**config.mk**
```make
export PLATFORM = sky130hd
export DESIGN_NAME = comparador_serial_ctrl_flat
export DESIGN_NICKNAME = d
export VERILOG_FILES = /design/src/rtl/comparador_serial_ctrl_if.sv /design/src/rtl/comparador_serial_ctrl.sv /design/src/flat_wrapper.sv
export SDC_FILE = /design/constraint.sdc
export NUM_CORES = 1
export LEC_CHECK = 0
export CAP_MARGIN = 20
export CORE_MARGIN = 3
export CORE_UTILIZATION = 53
export CTS_BUF_LIST = sky130_fd_sc_hd__clkbuf_2 sky130_fd_sc_hd__clkbuf_4 sky130_fd_sc_hd__clkbuf_8
export DETAILED_ROUTE_END_ITERATION = 8
export GPL_TIMING_DRIVEN = 1
export HOLD_SLACK_MARGIN = 0.03
export PLACE_DENSITY = 0.8
export SLEW_MARGIN = 25
export SYNTH_ARGS = -nofsm -noshare
export SYNTH_HDL_FRONTEND = slang
export SYNTH_SLANG_ARGS = --single-unit
```
**constraint.sdc**
```tcl
create_clock -name clk -period 2.3 [get_ports clk]
set_input_delay 0.69 -clock clk [delete_from_list [all_inputs] [get_ports clk]]
set_output_delay 0.69 -clock clk [all_outputs]
set_load 0.03 [all_outputs]
```
**src/rtl/comparador_serial_ctrl_if.sv**
```systemverilog
// Request/result bundle between a requesting FSM (master) and the serial
// comparator controller (slave).
interface comparador_serial_ctrl_if #(
    parameter int WIDTH = 8
);
    logic             start;
    logic [WIDTH-1:0] a;
    logic [WIDTH-1:0] b;
    logic             busy;
    logic             done;
    logic             maior;
    logic             menor;
    logic             igual;

    modport master (
        output start, a, b,
        input  busy, done, maior, menor, igual
    );

    modport slave (
        input  start, a, b,
        output busy, done, maior, menor, igual
    );
endinterface

```
**src/rtl/comparador_serial_ctrl.sv**
```systemverilog
// Serial MSB-first magnitude comparator built around one shared 1-bit comparator.
// Define COMPARADOR_SIGNED_EN to compare the operands as two's complement.

module comparador1bit_struct (
    input  logic a,
    input  logic b,
    output logic maior,
    output logic menor,
    output logic igual
);
    logic a_n;
    logic b_n;

    not  g_na (a_n, a);
    not  g_nb (b_n, b);
    and  g_gt (maior, a, b_n);
    and  g_lt (menor, a_n, b);
    xnor g_eq (igual, a, b);
endmodule

module comparador_serial_ctrl #(
    parameter  int WIDTH = 8,
    localparam int CNT_W = $clog2(WIDTH)
) (
    input  logic                     clk,
    input  logic                     rst_n,
    comparador_serial_ctrl_if.slave  bus
);
    typedef enum logic [1:0] {
        IDLE,
        COMPARE,
        DONE
    } state_t;

    state_t state;
    state_t state_next;

    logic [WIDTH-1:0] a_sh;
    logic [WIDTH-1:0] b_sh;
    logic [CNT_W-1:0] index;

    logic res_maior;
    logic res_menor;
    logic res_igual;

    logic busy_q;
    logic done_q;
    logic maior_q;
    logic menor_q;
    logic igual_q;

    logic bit_maior;
    logic bit_menor;
    logic bit_igual;
    logic sign_bit;
    logic eff_maior;
    logic eff_menor;
    logic differ;
    logic last_bit;

    logic accept;
    logic shift_en;
    logic latch_result;
    logic load_outputs;
    logic busy_d;
    logic done_d;

    comparador1bit_struct u_cmp (
        .a     (a_sh[WIDTH-1]),
        .b     (b_sh[WIDTH-1]),
        .maior (bit_maior),
        .menor (bit_menor),
        .igual (bit_igual)
    );

    // In signed mode only the sign bit flips the meaning of the 1-bit result.
`ifdef COMPARADOR_SIGNED_EN
    assign sign_bit = (index == CNT_W'(WIDTH - 1));
`else
    assign sign_bit = 1'b0;
`endif

    assign eff_maior = sign_bit ? bit_menor : bit_maior;
    assign eff_menor = sign_bit ? bit_maior : bit_menor;
    assign differ    = ~bit_igual;
    assign last_bit  = (index == '0);

    always_ff @(posedge clk or negedge rst_n) begin
        if (!rst_n) begin
            state <= IDLE;
        end else begin
            state <= state_next;
        end
    end

    always_comb begin
        state_next = state;
        case (state)
            IDLE: begin
                if (bus.start) begin
                    state_next = COMPARE;
                end
            end
            COMPARE: begin
                if (differ || last_bit) begin
                    state_next = DONE;
                end
            end
            DONE: begin
                state_next = IDLE;
            end
            default: begin
                state_next = IDLE;
            end
        endcase
    end

    always_comb begin
        accept       = 1'b0;
        shift_en     = 1'b0;
        latch_result = 1'b0;
        load_outputs = 1'b0;
        busy_d       = 1'b0;
        done_d       = 1'b0;
        case (state)
            IDLE: begin
                accept = bus.start;
            end
            COMPARE: begin
                busy_d       = 1'b1;
                latch_result = differ || last_bit;
                shift_en     = !(differ || last_bit);
            end
            DONE: begin
                done_d       = 1'b1;
                load_outputs = 1'b1;
            end
            default: begin
            end
        endcase
    end

    // Handshake and result outputs trail the state by one edge, so the
    // results only become visible together with the done pulse.
    always_ff @(posedge clk or negedge rst_n) begin
        if (!rst_n) begin
            a_sh      <= '0;
            b_sh      <= '0;
            index     <= '0;
            res_maior <= 1'b0;
            res_menor <= 1'b0;
            res_igual <= 1'b0;
            busy_q    <= 1'b0;
            done_q    <= 1'b0;
            maior_q   <= 1'b0;
            menor_q   <= 1'b0;
            igual_q   <= 1'b0;
        end else begin
            busy_q <= busy_d;
            done_q <= done_d;
            if (accept) begin
                a_sh      <= bus.a;
                b_sh      <= bus.b;
                index     <= CNT_W'(WIDTH - 1);
                res_maior <= 1'b0;
                res_menor <= 1'b0;
                res_igual <= 1'b0;
                maior_q   <= 1'b0;
                menor_q   <= 1'b0;
                igual_q   <= 1'b0;
            end else if (shift_en) begin
                a_sh  <= a_sh << 1;
                b_sh  <= b_sh << 1;
                index <= index - CNT_W'(1);
            end
            if (latch_result) begin
                res_maior <= eff_maior;
                res_menor <= eff_menor;
                res_igual <= ~differ;
            end
            if (load_outputs) begin
                maior_q <= res_maior;
                menor_q <= res_menor;
                igual_q <= res_igual;
            end
        end
    end

    assign bus.busy  = busy_q;
    assign bus.done  = done_q;
    assign bus.maior = maior_q;
    assign bus.menor = menor_q;
    assign bus.igual = igual_q;
endmodule

```
**src/flat_wrapper.sv**
```systemverilog
// flat-port wrapper written by rule: the top's interface ports become plain ports
module comparador_serial_ctrl_flat 
#(
    parameter  int WIDTH = 8,
    localparam int CNT_W = $clog2(WIDTH)
)
  (clk, rst_n, bus_start, bus_a, bus_b, bus_busy, bus_done, bus_maior, bus_menor, bus_igual);
  comparador_serial_ctrl_if #(.WIDTH(WIDTH)) bus_i ();
  input  logic clk;
  input  logic rst_n;
  input wire logic [$bits(bus_i.start)-1:0] bus_start;
  input wire logic [$bits(bus_i.a)-1:0] bus_a;
  input wire logic [$bits(bus_i.b)-1:0] bus_b;
  output wire logic [$bits(bus_i.busy)-1:0] bus_busy;
  output wire logic [$bits(bus_i.done)-1:0] bus_done;
  output wire logic [$bits(bus_i.maior)-1:0] bus_maior;
  output wire logic [$bits(bus_i.menor)-1:0] bus_menor;
  output wire logic [$bits(bus_i.igual)-1:0] bus_igual;
  assign bus_i.start = bus_start;
  assign bus_i.a = bus_a;
  assign bus_i.b = bus_b;
  assign bus_busy = bus_i.busy;
  assign bus_done = bus_i.done;
  assign bus_maior = bus_i.maior;
  assign bus_menor = bus_i.menor;
  assign bus_igual = bus_i.igual;
  comparador_serial_ctrl #(.WIDTH(WIDTH)) u_core (.clk(clk), .rst_n(rst_n), .bus(bus_i));
endmodule
```
# Yosys cells after proc, flatten, opt, wreduce, memory -nomap -nowiden
# Index checks and enable logic that the tools add are counted.
# word_totals
in_bits	19
wordCells	52
ff_bits	29
# op_classes
n_addsub	1
eq_ne	4
mux	21
n_reduce_logical	8
bitwise	6
# op_table
op	count
$mux W8	4
$mux W1	12
$mux W3	2
$reduce_bool A2 Y1	3
$mux W2	2
$pmux W2 S2	1
$logic_not A3 Y1	1
$not A1 Y1	3
$sub A3 B1 Y3 const B	1
$and A1 B1 Y1	2
$eq A2 B1 Y1 const B	1
$eq A2 B2 Y1 const B	1
$logic_not A2 Y1	1
$ne A2 B1 Y1 const B	1
$ne A2 B2 Y1 const B	1
$reduce_and A2 Y1	1
$logic_not A1 Y1	1
$logic_or A1 B1 Y1	1
$xnor A1 B1 Y1	1

# Logic depth before layout (Yosys ltp)
# Gate-level depths: netlist (run 1).
# logic_depth
depth_word	7
ltp_mapped	8
depth_no_buf	7

# Cells and area by module
# From an unflattened synthesis (run 1), not the netlist that was laid out.
# unflattened
hier_cells	114
area_unflattened_um2	1281.2
# modules_own_cells
mod	area_per_inst_um2	cells_each	instances	seq_area_each_um2
comparador_serial_ctrl	1248.7	110	1	725.7
comparador1bit_struct	32.5	4	1	0.0

# Worst setup path before layout (run 1)
# Ideal clock, no wire load.
# synth_timing
kind	register to register
from	register u_core.index[0]
to	register u_core.index[1]
setup_slack_ps	716
arrival_time_ps	1454
path_buffers	2
setup_time_ps	130
stages_incl_launch_ff	8
period_less_slack_ps	1584
path_cell_list	dfrtp_1 > inv_1 > ha_1 > ha_1 > and4bb_4 > buf_12 > buf_12 > a22oi_1
# synth_via
elab_chain_cells	5
word_cells_on_any_way	8
cone_classes	add/sub: 1; mux: 3; reduce/logical: 4
# synth_rtl
item	line	rtl
start, declared	comparador_serial_ctrl.sv:40	logic [CNT_W-1:0] index;
start signal, assigned	comparador_serial_ctrl.sv:164	index <= CNT_W'(WIDTH - 1);
start signal, assigned	comparador_serial_ctrl.sv:174	index <= index - CNT_W'(1);
branches (longest 5 deep; another with $sub A3 B1 Y3)	n/a	
# Several ways; the timed one is not identified. The select of a mux whose other input is x is not followed.
# A chain may end at the register's enable or synchronous reset.

# Worst setup path in the final report (run 1)
# layout_timing
from	register u_core.menor_q (netlist: u_core.bus.menor)
to	output port bus_menor
# layout_lines
item	line	rtl
start, declared	comparador_serial_ctrl.sv:49	logic menor_q;
start signal, assigned	comparador_serial_ctrl.sv:183	menor_q <= res_menor;
end, declared	flat_wrapper.sv:17	output wire logic [$bits(bus_i.menor)-1:0] bus_menor;
# No word-level cell between the ends.

==> results of run 1 <==
[routing by layer]
metal  GRT usage, %  vias up  share of wire (%)  wire length [um]
li1               -      440                  -                 -
met1           18.5      437                 42               981
met2           27.5       25                 51              1200
met3           5.57        6                6.0               141
met4           8.47        0                1.6                38
met5              0        -                  0                 0
[tightest hold or removal path: stages, from the launching register on]
cell and delay [ps]:
sky130_fd_sc_hd__dfrtp_1 360, sky130_fd_sc_hd__nand2_1 50, sky130_fd_sc_hd__o21ai_0 70
[cell usage after synthesis (all sizes together), types with 2 or more instances]
cell	n	area [sq um]
a21oi	2	13.8
a22o	5	43.8
a22oi	15	143
buf	5	66.3
dfrtp	29	726
ha	4	50.1
inv	19	71.3
nand2	6	22.5
nor3	2	15.0
o21ai	16	95.1
[power by group]
part	switching (mW)	leakage (nW)	internal, mW
clock	0.182	0.0552	0.337
combinational	0.501	0.354	0.383
sequential	0.131	0.359	0.724
[final timing paths]
kind                             startpoint                to  slack (ps)  cells after the start
max in group asynchronous             rst_n   u_core.index[0]        1290                      2
min                        u_core.res_menor  u_core.bus.menor         500                      2
max                        u_core.bus.menor         bus_menor         250                      1
min in group asynchronous             rst_n  u_core.bus.maior         740                      2
min reg2reg                u_core.res_menor  u_core.bus.menor         500                      2
max reg2reg                 u_core.index[0]    u_core.a_sh[4]         430                      7
[final cells by class]
class	instances	area [sq um]
flip-flops and latches	29	726
fillers	176	631
multi-input cells	58	472
repair buffers	27	260
inverters	19	71.3
clock inverters	3	65.1
clock buffers	5	37.5
well taps	28	35.0
[cell families after synthesis]
| family | Yosys count | share of synthesized area (%) |
|---|---|---|
| compound gates | 39 | 23.2 |
| fa+ha+maj | 4 | 3.75 |
| buf+inv | 24 | 10.3 |
| flops | 29 | 54.4 |
| simple gates | 15 | 8.34 |
[through the flow]
step	util, %	hold slack (ps)	setup WS, ps	power, mW	cell area (sq um)
after floorplan	-	394	716	1.61	1340
after global placement	68.1	472	286	1.71	1560
after detailed placement	68.1	487	260	1.76	1560
after CTS	72.5	509	235	2.28	1670
after global routing	72.5	526	213	2.42	1670
final	72.5	502	247	2.26	1670
[state kept, by name, summed over array words and instances, names as in the netlist]
signal	cells
u_core.a_sh	8
u_core.b_sh	8
u_core.bus.busy	1
u_core.bus.done	1
u_core.bus.igual	1
u_core.bus.maior	1
u_core.bus.menor	1
u_core.index	3
u_core.res_igual	1
u_core.res_maior	1
u_core.res_menor	1
u_core.state	2
==> run summary, run 1 <==
The number of antenna diodes in the final layout is 0. The global-route congestion overflow total came out at 0. The relative slew slack is 75.8%. The largest fanout on the critical path is 2. After floorplanning, the core was sized to cover ~2300 sq um.

The fraction of layout cells with a size suffix above 1 is approximately a fifth. The total CTS buffers is 5. The final period utilization came out at about nine tenths. The post-CTS setup buffer count is 0. The area enclosed by the die boundary came out at roughly 3200 sq um. The synthesized area is between 1000 and 1500 sq um. The clock insertion delay at the later pin of the skew report is about 330 ps. Across the run, the number of max-cap violations was 0. The cell at the root of the clock tree is sky130_fd_sc_hd__clkbuf_4. The run finished with clean final reports. In the routed design, unresolved DRC markers number 0. The maximum achievable frequency came out at 487 MHz.

Clock-pin slew was measured on the worst setup and hold paths at roughly 100 ps. The largest incremental delay on the critical path came out at between 600 and 700 ps. The count of final max-slew check failures came out at 0. The total power density per cell area is between 1000 and 1500 nW/um^2. The critical path in this run is classified as reg2out. Pin placement for this block handled 24 I/O pins. The placer congestion estimate is ~0.75. The number of I/O port buffers came out at 23. For this block, the via count after detailed routing is just over 900. The number of warnings printed during yosys synthesis is 0.

The number of routed nets with antenna violations came out at 0. The chip width is 56.2 um. The kind of launch point of the worst setup path is a flip-flop. In the synthesized netlist the dominant register cell turns out to be sky130_fd_sc_hd__dfrtp_1. The number of resized instances in the post-cts repair step is 0. STA classifies the critical path endpoint as an output pin.

The leading cell type in the layout, fill and taps excluded is sky130_fd_sc_hd__dfrtp_1. The required time at the endpoint of the critical path is ~1600 ps. The number of enable flip-flop cells after synthesis came out at 0. The final sum of negative setup slack is 0 ps. The violation count after the first detailed-routing iteration came out at 30. Setup repair after global routing left no endpoint under its margin. In the layout the commonest cells are sky130_fd_sc_hd__dfrtp_1 (29), sky130_fd_sc_hd__clkdlybuf4s50_1 (23), sky130_fd_sc_hd__inv_1 (18), sky130_fd_sc_hd__a22oi_1 (9), sky130_fd_sc_hd__o21ai_0 (7). The synthesis-to-finish area growth is 24.8%. The chip height came out at approximately 56 um.

The share of flip-flops with an asynchronous set or reset after synthesis is 100%. The total of hold buffers inserted after clock tree synthesis is 0. No sink is reached through more buffers than the 2 on the longest clock path. The H-tree depth reported by CTS is 2.

The number of global-route vias before repair came to between 800 and 900. The clock net in this run drives a total of 29 sinks. The estimated wirelength of the detail-placed design is around 1700 um. In this run the mean area of a mapped cell was 12.0 sq um. The setup-violating endpoint count in the final report came out at 0. In this run, synthesis produced a sequential element count of 29. The tightest min-delay check is of the reg2reg type. For this run, the detailed router's first-pass iteration total came to 4. The maximum vdd ir drop is slightly above 900 uV.

The CTS tree is yes. The unique cell type count in the Yosys netlist is 26. For the worst setup path, the data arrival time is approximately 1400 ps. The per-cell routed wire length came out at between 10 and 15 um. The number of buffer and inverter stages on the critical path came out at 1. For the pin with the worst max-slew slack, the measured transition is ~360 ps. The number of cells after detailed placement is 161.

The cell type of the slowest stage on the worst timing path is sky130_fd_sc_hd__clkdlybuf4s50_1. The worst clock skew came out at approximately 9.8 ps. The signal on the critical path passes through clkdlybuf4s50_1. The hold violation total from the final report came out at 0. The final net count came out at around 160. The number of antenna violations at the first check in global routing is 0. Synthesis produced a netlist whose cell count is 111. Among cell families on the critical path, the largest total delay comes from buffers and inverters. The first global-routing pass estimated slightly below 4000 um of wire.

The total global-route track usage is 16.5%. The number of rows created at floorplan came out at 17. Wires add up to 2360 um. When the netlist entered floorplanning its net count stood at ~130. The analysis attributes to cell leakage a power of 0.768 nW. The largest net degree at the start of global routing is 30. Dividing the detail-routed via count by the number of cells gives approximately 5.4.

Counting I/O delays and the setup requirement, the final critical path takes between 2000 and 2500 ps. Of the synthesized area, sequential elements account for between 50% and 60%. The initial utilization of the core area, before any placement, comes to between 50% and 60%. The final instance count without filler cells came out at around 170.
Power figures use the tool's default switching activity.
==> inputs of run 2 (changes only) <==
Settings changed: CORE_UTILIZATION 53 to 51, CTS_BUF_LIST sky130_fd_sc_hd__clkbuf_2 sky130_fd_sc_hd__clkbuf_4 sky130_fd_sc_hd__clkbuf_8 to unset, PLACE_DENSITY 0.8 to 0.78.
==> run 2 against run 1 <==
Total power is 6.5% lower. Global-route usage is 0.66 points higher. Clock skew is 2.9 ps lower. Largest cell class unchanged. Critical endpoint is now bus_maior. First-iteration DRC count is 6.7% higher. Clock power is 31% lower. Setup slack better by 19 ps. Register-to-register slack hardly changed. Worst hold slack hardly changed. Non-clock buffer count stayed put. Fmax is 0.91% higher.
==> run summary, run 2 (synthesis results as in run 1) <==
The via density per instance came out at 5.38 (+0.11%). The clock sink count came out at 29 (unchanged). The transition at the pin with the smallest max-transition slack came out at 351 ps (-11.6 ps). The total global-route track usage is 17.1% (+0.66 points).

The leakage component of the power came out at 0.754 nW (-1.8%). The maximum achievable frequency came out at 492 MHz (+0.91%). The type of the worst setup path is reg2out. The total core area came out at 2340 sq um (+1.9%). The number of inserted filler cells in the final layout came out at 173 (-1.7%). The effective utilization at floorplan is 57.1% (-1.1 points). The cell depth of the worst min-delay path came out at 1 (-1). The final period utilization was 88.4% (-0.81 points). The number of rows created at floorplan is 17 (unchanged). The final sum of negative setup slack came out at 0 ps (unchanged). The estimated wirelength of the detail-placed design is 1730 um (-0.46%).

The number of I/O port buffers is 23 (unchanged). The number of buffer and inverter stages on the critical path is 1 (unchanged). Leaving out fill and tap cells, the most frequent cell in the layout is sky130_fd_sc_hd__dfrtp_1. The area enclosed by the die boundary came out at 3270 sq um (+3.5%). The number of inserted diodes came to 0 (unchanged).

Leaving out fill and tap cells, the most frequent cells in the layout are sky130_fd_sc_hd__dfrtp_1 (29), sky130_fd_sc_hd__clkdlybuf4s50_1 (23), sky130_fd_sc_hd__inv_1 (18), sky130_fd_sc_hd__a22oi_1 (9), sky130_fd_sc_hd__o21ai_0 (7). The setup slack on the worst flop-to-flop path came out at 430 ps (about the same). The relative slew slack is 76.6% (+0.77 points).

The routed via count came to 909 (+0.11%). The number of global-route vias before repair came out at 902 (+0.33%). Walking the worst path, the cells encountered are clkdlybuf4s50_1. The fraction of layout cells with a size suffix above 1 is 20.6% (unchanged). The clock period minus worst slack came out at 2030 ps (-18.5 ps). The count of final max-slew check failures is 0 (unchanged). The tree is rooted in a sky130_fd_sc_hd__clkbuf_4.

The logic depth of the worst register-to-register path is 7 (unchanged). The cell-internal power is 1.29 mW (-11%). The total wire length after detailed routing came out at 2440 um (+3.6%). The number of resized instances in the post-cts repair step was 0 (unchanged). The number of routed nets with antenna violations is 0 (unchanged). The largest registers in the layout are u_core.a_sh x8, u_core.b_sh x8, u_core.index x3.

The placer congestion estimate was 0.692 (-7.6%). The required time at the endpoint of the critical path came out at 1610 ps (about the same). The CTS tree is yes.

The clock power share came out at 17.0% (-6.0 points). The relative contribution of combinational cells to total power is 42.5% (+3.4 points). The violation count after the first detailed-routing iteration came out at 32 (+6.7%). The max capacitance violation total came out at 0 (unchanged).

The first-pass GRT wire length is 4120 um (+4.4%). The net load switching power is 0.826 mW (+1.5%). The count of boundary I/O pins is 24 (unchanged). The run finished with clean final reports.

The clock insertion delay at the later pin of the skew report came out at 330 ps (about the same). The critical path depth came to 1 (unchanged). The total CTS buffers came to 5 (unchanged). The largest fanout on the critical path is 2 (unchanged). The total of hold buffers inserted after clock tree synthesis came out at 0 (unchanged). The final net count came out at 163 (unchanged).

The number of antenna violations at the first check in global routing is 0 (unchanged). The sequential fraction of design power came out at 40.6% (+2.7 points). The hold violation total from the final report is 0 (unchanged).

The post-CTS setup buffer count is 0 (unchanged). STA classifies the critical path startpoint as a flip-flop. The synthesis-to-finish area growth came out at 22.4%.

Setup repair after global routing left no endpoint under its margin. The buffer levels on the longest clock path came out at 2 (unchanged). The path class of the lowest-slack min-delay path is reg2reg.

The fraction of power spent switching nets is 39.1% (+3.1 points). The total design power was 2.11 mW (-6.5%). The global-route congestion overflow total is 0 (unchanged). The chip width came out at 57.2 um (+1.7%). The chip height is 57.2 um (+1.7%).

The clock slew at the register clock pins of the worst setup and hold paths is 90 ps (about the same). The per-cell routed wire length came out at 14.5 um (+3.6%). The data arrival at the endpoint of the critical path came to 1340 ps (-20 ps).

The largest net degree at the start of global routing is 30 (unchanged). The worst clock skew came out at 6.92 ps (-2.86 ps). The worst setup path is captured at an output pin. The setup-violating endpoint count in the final report was 0 (unchanged). The maximum vdd ir drop is 841 uV (-8.2%). The total power density per cell area came out at 1290 nW/um^2 (-4.6%). The cell family contributing the most delay on the critical path is buffers and inverters. The count of TritonRoute iterations in the first routing pass is 4 (unchanged). The largest incremental delay on the critical path came out at 670 ps (about the same).

The DRC violations left is 0 (unchanged). The H-tree depth reported by CTS is 2 (unchanged). The cell type of the slowest stage on the worst timing path is sky130_fd_sc_hd__clkdlybuf4s50_1.
-- run 2: changes by cell type in the layout (fill, tap and decap cells not counted) --
cell	previous run	this run
sky130_fd_sc_hd__bufinv_16	2	0
sky130_fd_sc_hd__clkbuf_8	0	2
-- run 2: final cells by class --
cell class	count	area, sq um	share of cell area, %
clock buffers	7	65.1	3.98
clock inverters	1	5.00	0.306
inverters	19	71.3	4.36
multi-input cells	58	472	28.9
flip-flops and latches	29	726	44.4
well taps	28	35.0	2.14
repair buffers	27	260	15.9
-- run 2: routing by layer --
metal	wire [um]	vias up	track usage, %
met1	1080	436	19.7
li1	-	438	-
met4	74	0	8.94
met3	126	6	6.79
met2	1170	29	27.6
met5	0	-	0
-- run 2: power groups by stage --
stage | combinational [mW] | sequential, mW | clock, mW
floorplan | 0.728 | 0.883 | 0
global placement | 0.862 | 0.852 | 0
detailed placement | 0.903 | 0.863 | 0
CTS | 0.906 | 0.854 | 0.366
global route | 0.983 | 0.879 | 0.397
finish | 0.897 | 0.857 | 0.358
-- run 2: final timing paths --
| path | endpoint | from |
|---|---|---|
| setup / recovery | bus_maior | u_core.bus.maior |
| hold / removal | u_core.index[0] | u_core.index[0] |
| setup reg to reg | u_core.a_sh[2] | u_core.index[0] |
| hold reg to reg | u_core.index[0] | u_core.index[0] |
| max in group asynchronous | u_core.bus.igual | rst_n |
| min in group asynchronous | u_core.index[0] | rst_n |
-- run 2: through the flow --
stage	std cells	instance area (sq um)	setup slack [ps]	util, %	hold slack (ps)
6_report	169	1630	266	69.8	502
3_3_place_gp	161	1560	273	66.8	482
2_1_floorplan	111	1340	716	-	394
4_1_cts	169	1630	246	69.8	505
3_5_place_dp	161	1560	210	66.8	488
5_1_grt	169	1630	194	69.8	529
